<file path="src/rtl/cyt_sq_credit_gate.sv">
// Credit-gated send-queue / completion-queue register slices for one ACCL<->Coyote direction.
// Credits are taken when a descriptor enters the SQ slice and returned when a completion enters the CQ slice.
module cyt_sq_credit_gate #(
    parameter int SQ_BITS         = 128,
    parameter int CQ_BITS         = 32,
    parameter int MAX_OUTSTANDING = 16,
    parameter int CNT_BITS        = $clog2(MAX_OUTSTANDING + 1)
) (
    input  logic                aclk,
    input  logic                areset,
    input  logic                s_sq_valid,
    output logic                s_sq_ready,
    input  logic [SQ_BITS-1:0]  s_sq_data,
    output logic                m_sq_valid,
    input  logic                m_sq_ready,
    output logic [SQ_BITS-1:0]  m_sq_data,
    input  logic                s_cq_valid,
    output logic                s_cq_ready,
    input  logic [CQ_BITS-1:0]  s_cq_data,
    output logic                m_cq_valid,
    input  logic                m_cq_ready,
    output logic [CQ_BITS-1:0]  m_cq_data,
    output logic [CNT_BITS-1:0] outstanding,
    output logic [31:0]         stall_cycles,
    output logic                err_underflow,
    input  logic                clr_err
);

    localparam logic [CNT_BITS-1:0] CNT_MAX   = CNT_BITS'(MAX_OUTSTANDING);
    localparam logic [CNT_BITS-1:0] CNT_ZERO  = CNT_BITS'(0);
    localparam logic [CNT_BITS-1:0] CNT_ONE   = CNT_BITS'(1);
    localparam logic [31:0]         STALL_SAT = 32'hFFFF_FFFF;

    logic                m_sq_valid_q, m_sq_valid_d;
    logic [SQ_BITS-1:0]  m_sq_data_q, m_sq_data_d;
    logic                m_cq_valid_q, m_cq_valid_d;
    logic [CQ_BITS-1:0]  m_cq_data_q, m_cq_data_d;
    logic [CNT_BITS-1:0] outstanding_q, outstanding_d;
    logic [31:0]         stall_q, stall_d;
    logic                err_q, err_d;

    logic credit_ok_s;
    logic sq_acc_s;
    logic sq_out_s;
    logic cq_acc_s;
    logic cq_out_s;
    logic underflow_s;

    assign credit_ok_s = (outstanding_q < CNT_MAX);
    assign s_sq_ready  = credit_ok_s && (!m_sq_valid_q || m_sq_ready);
    assign s_cq_ready  = !m_cq_valid_q || m_cq_ready;
    assign sq_acc_s    = s_sq_valid && s_sq_ready;
    assign sq_out_s    = m_sq_valid_q && m_sq_ready;
    assign cq_acc_s    = s_cq_valid && s_cq_ready;
    assign cq_out_s    = m_cq_valid_q && m_cq_ready;

    // SQ and CQ slice next-state
    always_comb begin
        m_sq_valid_d = m_sq_valid_q;
        m_sq_data_d  = m_sq_data_q;
        m_cq_valid_d = m_cq_valid_q;
        m_cq_data_d  = m_cq_data_q;
        if (sq_acc_s) begin
            m_sq_valid_d = 1'b1;
            m_sq_data_d  = s_sq_data;
        end else if (sq_out_s) begin
            m_sq_valid_d = 1'b0;
        end else begin
            m_sq_valid_d = m_sq_valid_q;
        end
        if (cq_acc_s) begin
            m_cq_valid_d = 1'b1;
            m_cq_data_d  = s_cq_data;
        end else if (cq_out_s) begin
            m_cq_valid_d = 1'b0;
        end else begin
            m_cq_valid_d = m_cq_valid_q;
        end
    end

    // Credit counter; a completion with nothing outstanding and no matching issue is an underflow
    always_comb begin
        outstanding_d = outstanding_q;
        underflow_s   = 1'b0;
        case ({sq_acc_s, cq_acc_s})
            2'b10: outstanding_d = outstanding_q + CNT_ONE;
            2'b01: begin
                if (outstanding_q != CNT_ZERO) begin
                    outstanding_d = outstanding_q - CNT_ONE;
                end else begin
                    underflow_s = 1'b1;
                end
            end
            default: outstanding_d = outstanding_q;
        endcase
    end

    // Debug counters; clear wins over a same-cycle set
    always_comb begin
        stall_d = stall_q;
        err_d   = err_q;
        if (clr_err) begin
            stall_d = 32'h0000_0000;
            err_d   = 1'b0;
        end else begin
            if (s_sq_valid && !credit_ok_s && (stall_q != STALL_SAT)) begin
                stall_d = stall_q + 32'h0000_0001;
            end else begin
                stall_d = stall_q;
            end
            if (underflow_s) begin
                err_d = 1'b1;
            end else begin
                err_d = err_q;
            end
        end
    end

    // State registers with synchronous reset
    always_ff @(posedge aclk) begin
        if (areset) begin
            m_sq_valid_q  <= 1'b0;
            m_sq_data_q   <= '0;
            m_cq_valid_q  <= 1'b0;
            m_cq_data_q   <= '0;
            outstanding_q <= '0;
            stall_q       <= 32'h0000_0000;
            err_q         <= 1'b0;
        end else begin
            m_sq_valid_q  <= m_sq_valid_d;
            m_sq_data_q   <= m_sq_data_d;
            m_cq_valid_q  <= m_cq_valid_d;
            m_cq_data_q   <= m_cq_data_d;
            outstanding_q <= outstanding_d;
            stall_q       <= stall_d;
            err_q         <= err_d;
        end
    end

    assign m_sq_valid    = m_sq_valid_q;
    assign m_sq_data     = m_sq_data_q;
    assign m_cq_valid    = m_cq_valid_q;
    assign m_cq_data     = m_cq_data_q;
    assign outstanding   = outstanding_q;
    assign stall_cycles  = stall_q;
    assign err_underflow = err_q;

endmodule

</file>
<file path="config.mk">
export PLATFORM = sky130hd
export DESIGN_NAME = cyt_sq_credit_gate
export DESIGN_NICKNAME = d
export VERILOG_FILES = /design/src/rtl/cyt_sq_credit_gate.sv
export SDC_FILE = /design/constraint.sdc
export NUM_CORES = 1
export LEC_CHECK = 0
export BUFFER_PORTS_ARGS = -buffer_cell sky130_fd_sc_hd__buf_2
export CORE_AREA = 2 2 142 144
export CTS_CLUSTER_SIZE = 16
export DETAILED_ROUTE_END_ITERATION = 16
export DIE_AREA = 0 0 144 146
export PLACE_DENSITY_LB_ADDON = 0.05
export SYNTH_ARGS = -nofsm -noshare
export SYNTH_HDL_FRONTEND = slang
export SYNTH_SLANG_ARGS = --single-unit
</file>
<file path="constraint.sdc">
create_clock -name aclk -period 2.6 [get_ports aclk]
set_input_delay 0.52 -clock aclk [delete_from_list [all_inputs] [get_ports aclk]]
set_output_delay 0.52 -clock aclk [all_outputs]
set_load 0.02 [all_outputs]
</file>
==> results by group, run 1 <==
Detailed routing
  • Routed WL per cell: ~15 um
  • Residual DRC: 0
  • Routed wire length: between 20 and 25 mm
  • Vias: 7,518
  • Remaining antenna violation count: 0
  • DRT iter0 DRCs: between 300 and 400
  • 1st-pass router iterations: 5
  • Vias per cell: approximately 4.8

Power and ir drop
  • Clk pwr share: roughly 32%
  • Pint: 0.00543 W
  • Comb pwr share: 24.2%
  • Max IR drop VDD: 0.438 mV
  • Pwr Total: around 0.008 W
  • Reg power frac: between 40% and 50%
  • Sw Pwr: roughly 0.0027 W
  • PD cells: between 700 and 800 nW/um^2
  • Lkg Pwr: ~4.8 nW
  • Sw Share: between 30 and 40%

Clock network
  • Post-CTS Resized: 0
  • Clock Root Buffer: clkbuf_16
  • CTS tree: yes
  • Hold-fix buffers, CTS: 0
  • Reg clk slew, reported paths: ~0.080 ns
  • Num CTS Buffers: 17
  • H-tree Lvls: 4
  • Clk_lat worst skew: about 0.43 ns
  • Clk sinks: 200
  • Post-CTS Setup Inserts: 0
  • CTS max path bufs: 2

Cells and area
  • Leading cell type in the layout, fill and taps excluded: buf_2
  • Nets@finish: roughly 1,500
  • Share of post-route cells with drive strength above 1: between 30% and 40%
  • Fillcell total: a little under 2,000
  • Most frequent cells in the layout: buf_2, nand2_1, dfxtp_1
  • P&R area growth vs syn: 36.2%

Global routing
  • GRT Overall Usage: roughly 22%
  • Largest net degree at the start of global routing: roughly 110
  • Initial antenna violation count: 2
  • Busiest grt layer: met2
  • Met2 Use GR: about two fifths
  • Grt total ovfl: 0
  • Vias in the first global route: between 6,000 and 7,000
  • First-pass GRT wire length: around 37 mm
  • GR Layer Usage met3: roughly 6.7%
  • Met1 usage: ~26%

STA
  • Unrepaired setup endpoints after global routing: no
  • Slew HR: 54.7%
  • Fin crit share: ~84%
  • Total negative setup slack: 0 ns
  • # setup viols final: 0
  • Final hold viol count: 0
  • Fmax achieved: between 400 and 500 MHz
  • Clk_skew: 0.00798 ns
  • Slew Limit Fails: 0
  • Worst Max-Slew Pin Slew: 0.679 ns
  • Minimum clock period after layout: 2.18 ns

Logic synthesis
  • Mapped Avg Cell Area: between 7 and 8 sq um
  • Mapped Area: 7600 sq um
  • Post-synth EDFFs: 0
  • Post-synth top area cell: dfxtp_1
  • Synth Instances: ~950
  • Area fraction of the dominant cell type after synthesis: between 50 and 60%
  • Mapped Nets: ~1,100
  • Async set-reset flop share out of synthesis: 0%
  • Synth cell types: 48
  • Synth Register Bits: 200
  • Sequential cell area fraction in the yosys report: roughly 53%
  • Top_reg_cell synth: dfxtp_1
  • YS warnings: 0
  • Ranking of synthesized cells by area: dfxtp_1, nand2_1, a21oi_1

Critical path
  • Top Family by Delay on Critical Path: compound AO/OA/AOI/OAI gates
  • Crit Path Max Fanout: 12
  • Buf/Inv on CP: 0
  • Reg-to-reg slack, setup: 0.42 ns
  • Arrival time worst endpoint: 2.54 ns
  • Crit-path max cell delay: 0.64 ns
  • R2R depth: 6
  • Worst R2R End: stall_cycles[19]$_SDFFE_PP0P_
  • CP startpoint kind: flip-flop
  • CP required: just under 3 ns
  • CP endpoint kind: flip-flop
  • Slowest-stage cell, CP: o311ai_2
  • Crit Path Class: reg -> reg
  • Worst r2r src: stall_cycles[0]$_SDFFE_PP0P_
  • Cell chain of the critical path: ha_1, nand4_1, or2_2, o311ai_2, o21ai_0, a21oi_1

Hold path
  • Hold Crit Start: s_sq_data[56]
  • Hold WC Path Type: in -> reg
  • Hold Path Sink: m_sq_data[56]$_SDFFE_PP0P_
  • Cells on Worst Hold Path: 3

Floorplanning
  • Die Span Y: ~150 um
  • Initial Util: 39.3%
  • Die Area: around 21,000 sq um
  • IO Pins: roughly 370
  • Die width: 144 um
  • Core Region: roughly 19,000 sq um
  • Placement row count: 51

Run
  • Max-cap violations: 0

Placed design
  • RD Place Congestion: between 0.8 and 0.9
  • I/O Buffers: 368
  • Post-DP HPWL: 17.1 mm

Status
  • Status: finished clean
## metrics by stage
step                utilization [%]  cell area, sq um  setup WS [ns]  hold WS (ns)  instances
global placement               50.5              9760          0.126         0.439       1544
detailed placement             50.5              9760         0.0978         0.443       1544
CTS                            53.5             10300          0.365         0.296       1575
floorplan                         -              7600          0.104         0.534        952
global route                   53.5             10300          0.159         0.307       1577
finish                         53.5             10300          0.420         0.317       1578
## power groups by stage
| stage | combinational (W) | sequential, W | clock (W) |
|---|---|---|---|
| global placement | 0.00198 | 0.00358 | 0 |
| global route | 0.00216 | 0.00356 | 0.00280 |
| floorplan | 0.000811 | 0.00396 | 0 |
| finish | 0.00196 | 0.00352 | 0.00261 |
| CTS | 0.00199 | 0.00352 | 0.00270 |
| detailed placement | 0.00199 | 0.00359 | 0 |
## sequential cells by signal (all words and copies together) (netlist names)
signal         count
m_sq_data        128
err_underflow      1
m_cq_valid         1
m_sq_valid         1
outstanding        5
stall_cycles      32
m_cq_data         32
## kinds of logic after synthesis
group                    share of synthesized area [%]
AO/OA/AOI/OAI                                     16.6
XOR/XNOR                                         0.461
adder cells (fa/ha/maj)                          0.922
buffers and inverters                             3.89
flip-flops                                        52.7
multiplexers                                     0.675
AND/OR/NAND/NOR                                   24.7
## worst register-to-register path, cell delays in order, from the launching register on
cell and delay (ns):
dfxtp_1 0.41, ha_1 0.25, nand4_1 0.12, or2_2 0.37, o311ai_2 0.64, o21ai_0 0.19
a21oi_1 0.15
## how the worst max path moves through the flow
stage          cells after the start                             to                         start  slack, ns
5_1_grt                            6  stall_cycles[13]$_SDFFE_PP0P_  stall_cycles[0]$_SDFFE_PP0P_       0.16
2_1_floorplan                      8    outstanding[4]$_SDFFE_PP0P_                    m_cq_ready       0.10
3_5_place_dp                      10    outstanding[4]$_SDFFE_PP0P_                    s_sq_valid        0.1
4_1_cts                            6  stall_cycles[23]$_SDFFE_PP0P_  stall_cycles[0]$_SDFFE_PP0P_       0.36
3_3_place_gp                      10    outstanding[4]$_SDFFE_PP0P_                    s_sq_valid       0.13
6_report                           6  stall_cycles[19]$_SDFFE_PP0P_  stall_cycles[0]$_SDFFE_PP0P_       0.42
## cell type report
class | count | area (sq um) | share of cell area [%]
well taps | 265 | 332 | 3.20
clock inverters | 13 | 136 | 1.32
clock buffers | 18 | 439 | 4.24
inverters | 9 | 33.8 | 0.327
flip-flops and latches | 200 | 4000 | 38.7
diodes | 3 | 7.51 | 0.0726
repair buffers | 390 | 2080 | 20.1
multi-input cells | 680 | 3310 | 32.0
## Yosys cell counts, types with 3 or more instances
| master | number |
|---|---|
| nand2_1 | 341 |
| dfxtp_1 | 200 |
| a21oi_1 | 191 |
| clkbuf_1 | 53 |
| or3_1 | 19 |
| o21ai_0 | 16 |
| nor2_1 | 15 |
| nand3_1 | 12 |
| o31ai_1 | 11 |
| or4_1 | 10 |
| inv_1 | 9 |
| nand4_1 | 7 |
| and2_1 | 6 |
| and4_1 | 4 |
| buf_1 | 4 |
| ha_1 | 4 |
| mux2i_1 | 4 |
| nor4_1 | 3 |
| nor4_4 | 3 |
| or2_2 | 3 |
| xnor2_1 | 3 |
## metal layers
layer	part of all wire (%)	vias up	wire length [um]
met3	8.3	27	1990
met1	40	3368	9600
met4	1.6	0	388
met2	50	244	11900
li1	-	3879	-
met5	0	-	0
Power figures use the tool's default switching activity.
==> inputs of run 2 (changes only) <==
- clock period: 2.6 -> 2 ns (I/O delays scaled with it)
==> results by group, run 2 (synthesis gave the netlist of run 1 again) <==
Status
  • Status: complete, but fails checks
  • Failing checks: setup timing

Floorplanning
  • Core Region: 19,300 sq um
  • Die Area: between 20,000 and 25,000 sq um
  • Placement row count: 51
  • Initial Util: 39.3%
  • Die width: roughly 140 um
  • IO Pins: between 300 and 400
  • Die Span Y: approximately 150 um

Critical path
  • Crit Path Class: reg -> reg
  • Buf/Inv on CP: 1
  • Crit-path max cell delay: ~0.34 ns
  • Worst r2r src: m_sq_valid$_SDFFE_PP0P_
  • CP endpoint kind: flip-flop
  • Cell chain of the critical path: nor2b_4, o311ai_4, inv_2, ha_4, a21o_1, a21oi_2, mux2i_1, mux2_2
  • Setup crit start: m_sq_valid$_SDFFE_PP0P_
  • CP startpoint kind: flip-flop
  • Crit Path Max Fanout: 3
  • CP required: roughly 2.3 ns
  • Reg-to-reg slack, setup: -0.06 ns
  • Slowest-stage cell, CP: mux2_2
  • Arrival time worst endpoint: roughly 2.4 ns
  • Top Family by Delay on Critical Path: compound AO/OA/AOI/OAI gates

Detailed routing
  • Remaining antenna violation count: 0
  • Residual DRC: 0
  • Routed WL per cell: 15.2 um
  • Vias per cell: 4.85
  • 1st-pass router iterations: 7
  • Routed wire length: about 25 mm
  • Vias: approximately 8,000
  • DRT iter0 DRCs: around 380

Power and ir drop
  • Max IR drop VDD: 0.575 mV
  • Lkg Pwr: roughly 5 nW
  • PD cells: just under 1000 nW/um^2

STA
  • Worst setup margin: -0.0573 ns
  • Unrepaired setup endpoints after global routing: yes
  • Fmax achieved: approximately 490 MHz
  • Fin crit share: 103%
  • Clk_skew: ~0.014 ns
  • Slew HR: ~58%
  • Minimum clock period after layout: approximately 2.1 ns
  • Total negative setup slack: -0.0573 ns
  • Worst Max-Slew Pin Slew: between 0.6 and 0.7 ns
  • Final hold viol count: 0
  • # setup viols final: 1
  • Slew Limit Fails: 0

Global routing
  • Vias in the first global route: 7,379
  • Largest net degree at the start of global routing: 83
  • Met2 Use GR: a little under two fifths
  • Busiest grt layer: met2
  • GR Layer Usage met3: ~7.6%
  • Initial antenna violation count: 6
  • GRT Overall Usage: a little under a quarter
  • Met1 usage: 26.3%
  • Grt total ovfl: 0
  • First-pass GRT wire length: 37.8 mm

Hold path
  • Hold Crit Start: s_sq_data[62]
  • Hold WC Path Type: in -> reg

Cells and area
  • Post-route cell area: around 11,000 sq um
  • P&R area growth vs syn: 42.4%
  • Leading cell type in the layout, fill and taps excluded: buf_2
  • Share of post-route cells with drive strength above 1: 36.6%
  • Max reg flops: between 100 and 150
  • Most frequent cells in the layout: buf_2, nand2_1, dfxtp_1
  • Nets@finish: 1,511

Clock network
  • H-tree Lvls: 4
  • Clock Root Buffer: clkbuf_16
  • Clk_lat worst skew: 0.43 ns
  • Hold-fix buffers, CTS: 0
  • Reg clk slew, reported paths: about 0.080 ns
  • CTS max path bufs: 2
  • CTS tree: yes
  • Num CTS Buffers: 17
  • Clk sinks: 200

Placed design
  • RD Place Congestion: a little over 0.8
  • I/O Buffers: between 300 and 400
  • Dpl cell area: between 10,000 and 15,000 sq um
  • Post-DP HPWL: roughly 18 mm

Run
  • Max-cap violations: 0
[run 2: cell types whose count changed in the layout (fill, tap and decap cells not counted), sizes merged]
cell | before | now
clkbuf | 18 | 20
diode | 3 | 6
buf | 390 | 431
inv | 15 | 14
clkinv | 1 | 4
clkinvlp | 5 | 2
[run 2: repair_timing]
action,4_1_cts,5_1_grt
buffers inserted,1,4
gates cloned,0,1
gates resized for setup,0,22
pin swaps,0,7
setup endpoints to repair,2,29
[run 2: per-stage QoR]
stage,util [%],total power [W],hold WS [ns],worst slack [ns],std cells
2_1_floorplan,-,0.00624,0.529,-0.0739,952
3_3_place_gp,52.2,0.00729,0.438,-0.240,1579
3_5_place_dp,52.2,0.00731,0.443,-0.302,1579
4_1_cts,55.3,0.0108,0.174,-0.0442,1612
5_1_grt,55.9,0.0112,0.186,-0.160,1623
6_report,55.9,0.0107,0.191,-0.0573,1623
[run 2: report_power, final]
part / switching [W] / internal (W)
clock: 0.00162 / 0.00180
sequential: 0.000216 / 0.00438
combinational: 0.00168 / 0.000982
[run 2: worst reg2reg max path, delay by kind of cell, from the launching register on]
kind	cells	cell delay, ns
AOI/OAI and AO/OA	3	0.60
adders and majority gates	1	0.23
DFF	1	0.32
and+or+nand+nor	1	0.13
buffers and inverters	1	0.12
muxes	2	0.54
[run 2: final timing paths]
path | endpoint | depth (start not counted)
worst min register to register | m_cq_data[8]$_SDFFE_PP0P_ | 2
worst max register to register | outstanding[4]$_SDFFE_PP0P_ | 8
worst min-delay path | m_sq_data[62]$_SDFFE_PP0P_ | 3
worst max-delay path | outstanding[4]$_SDFFE_PP0P_ | 8
[run 2: per-layer routing]
layer,wire [um],vias to the layer above
met1,9620,3605
met3,2000,41
met4,796,0
li1,-,3974
met5,0,-
met2,12300,247
[run 2: final cells by class]
cell class              instances  area, sq um
diodes                          6         15.0
clock buffers                  20          447
clock inverters                12          138
fillers                      1938         8520
inverters                       9         33.8
multi-input cells             680         3420
flip-flops and latches        200         4010
well taps                     265          332
repair buffers                431         2420
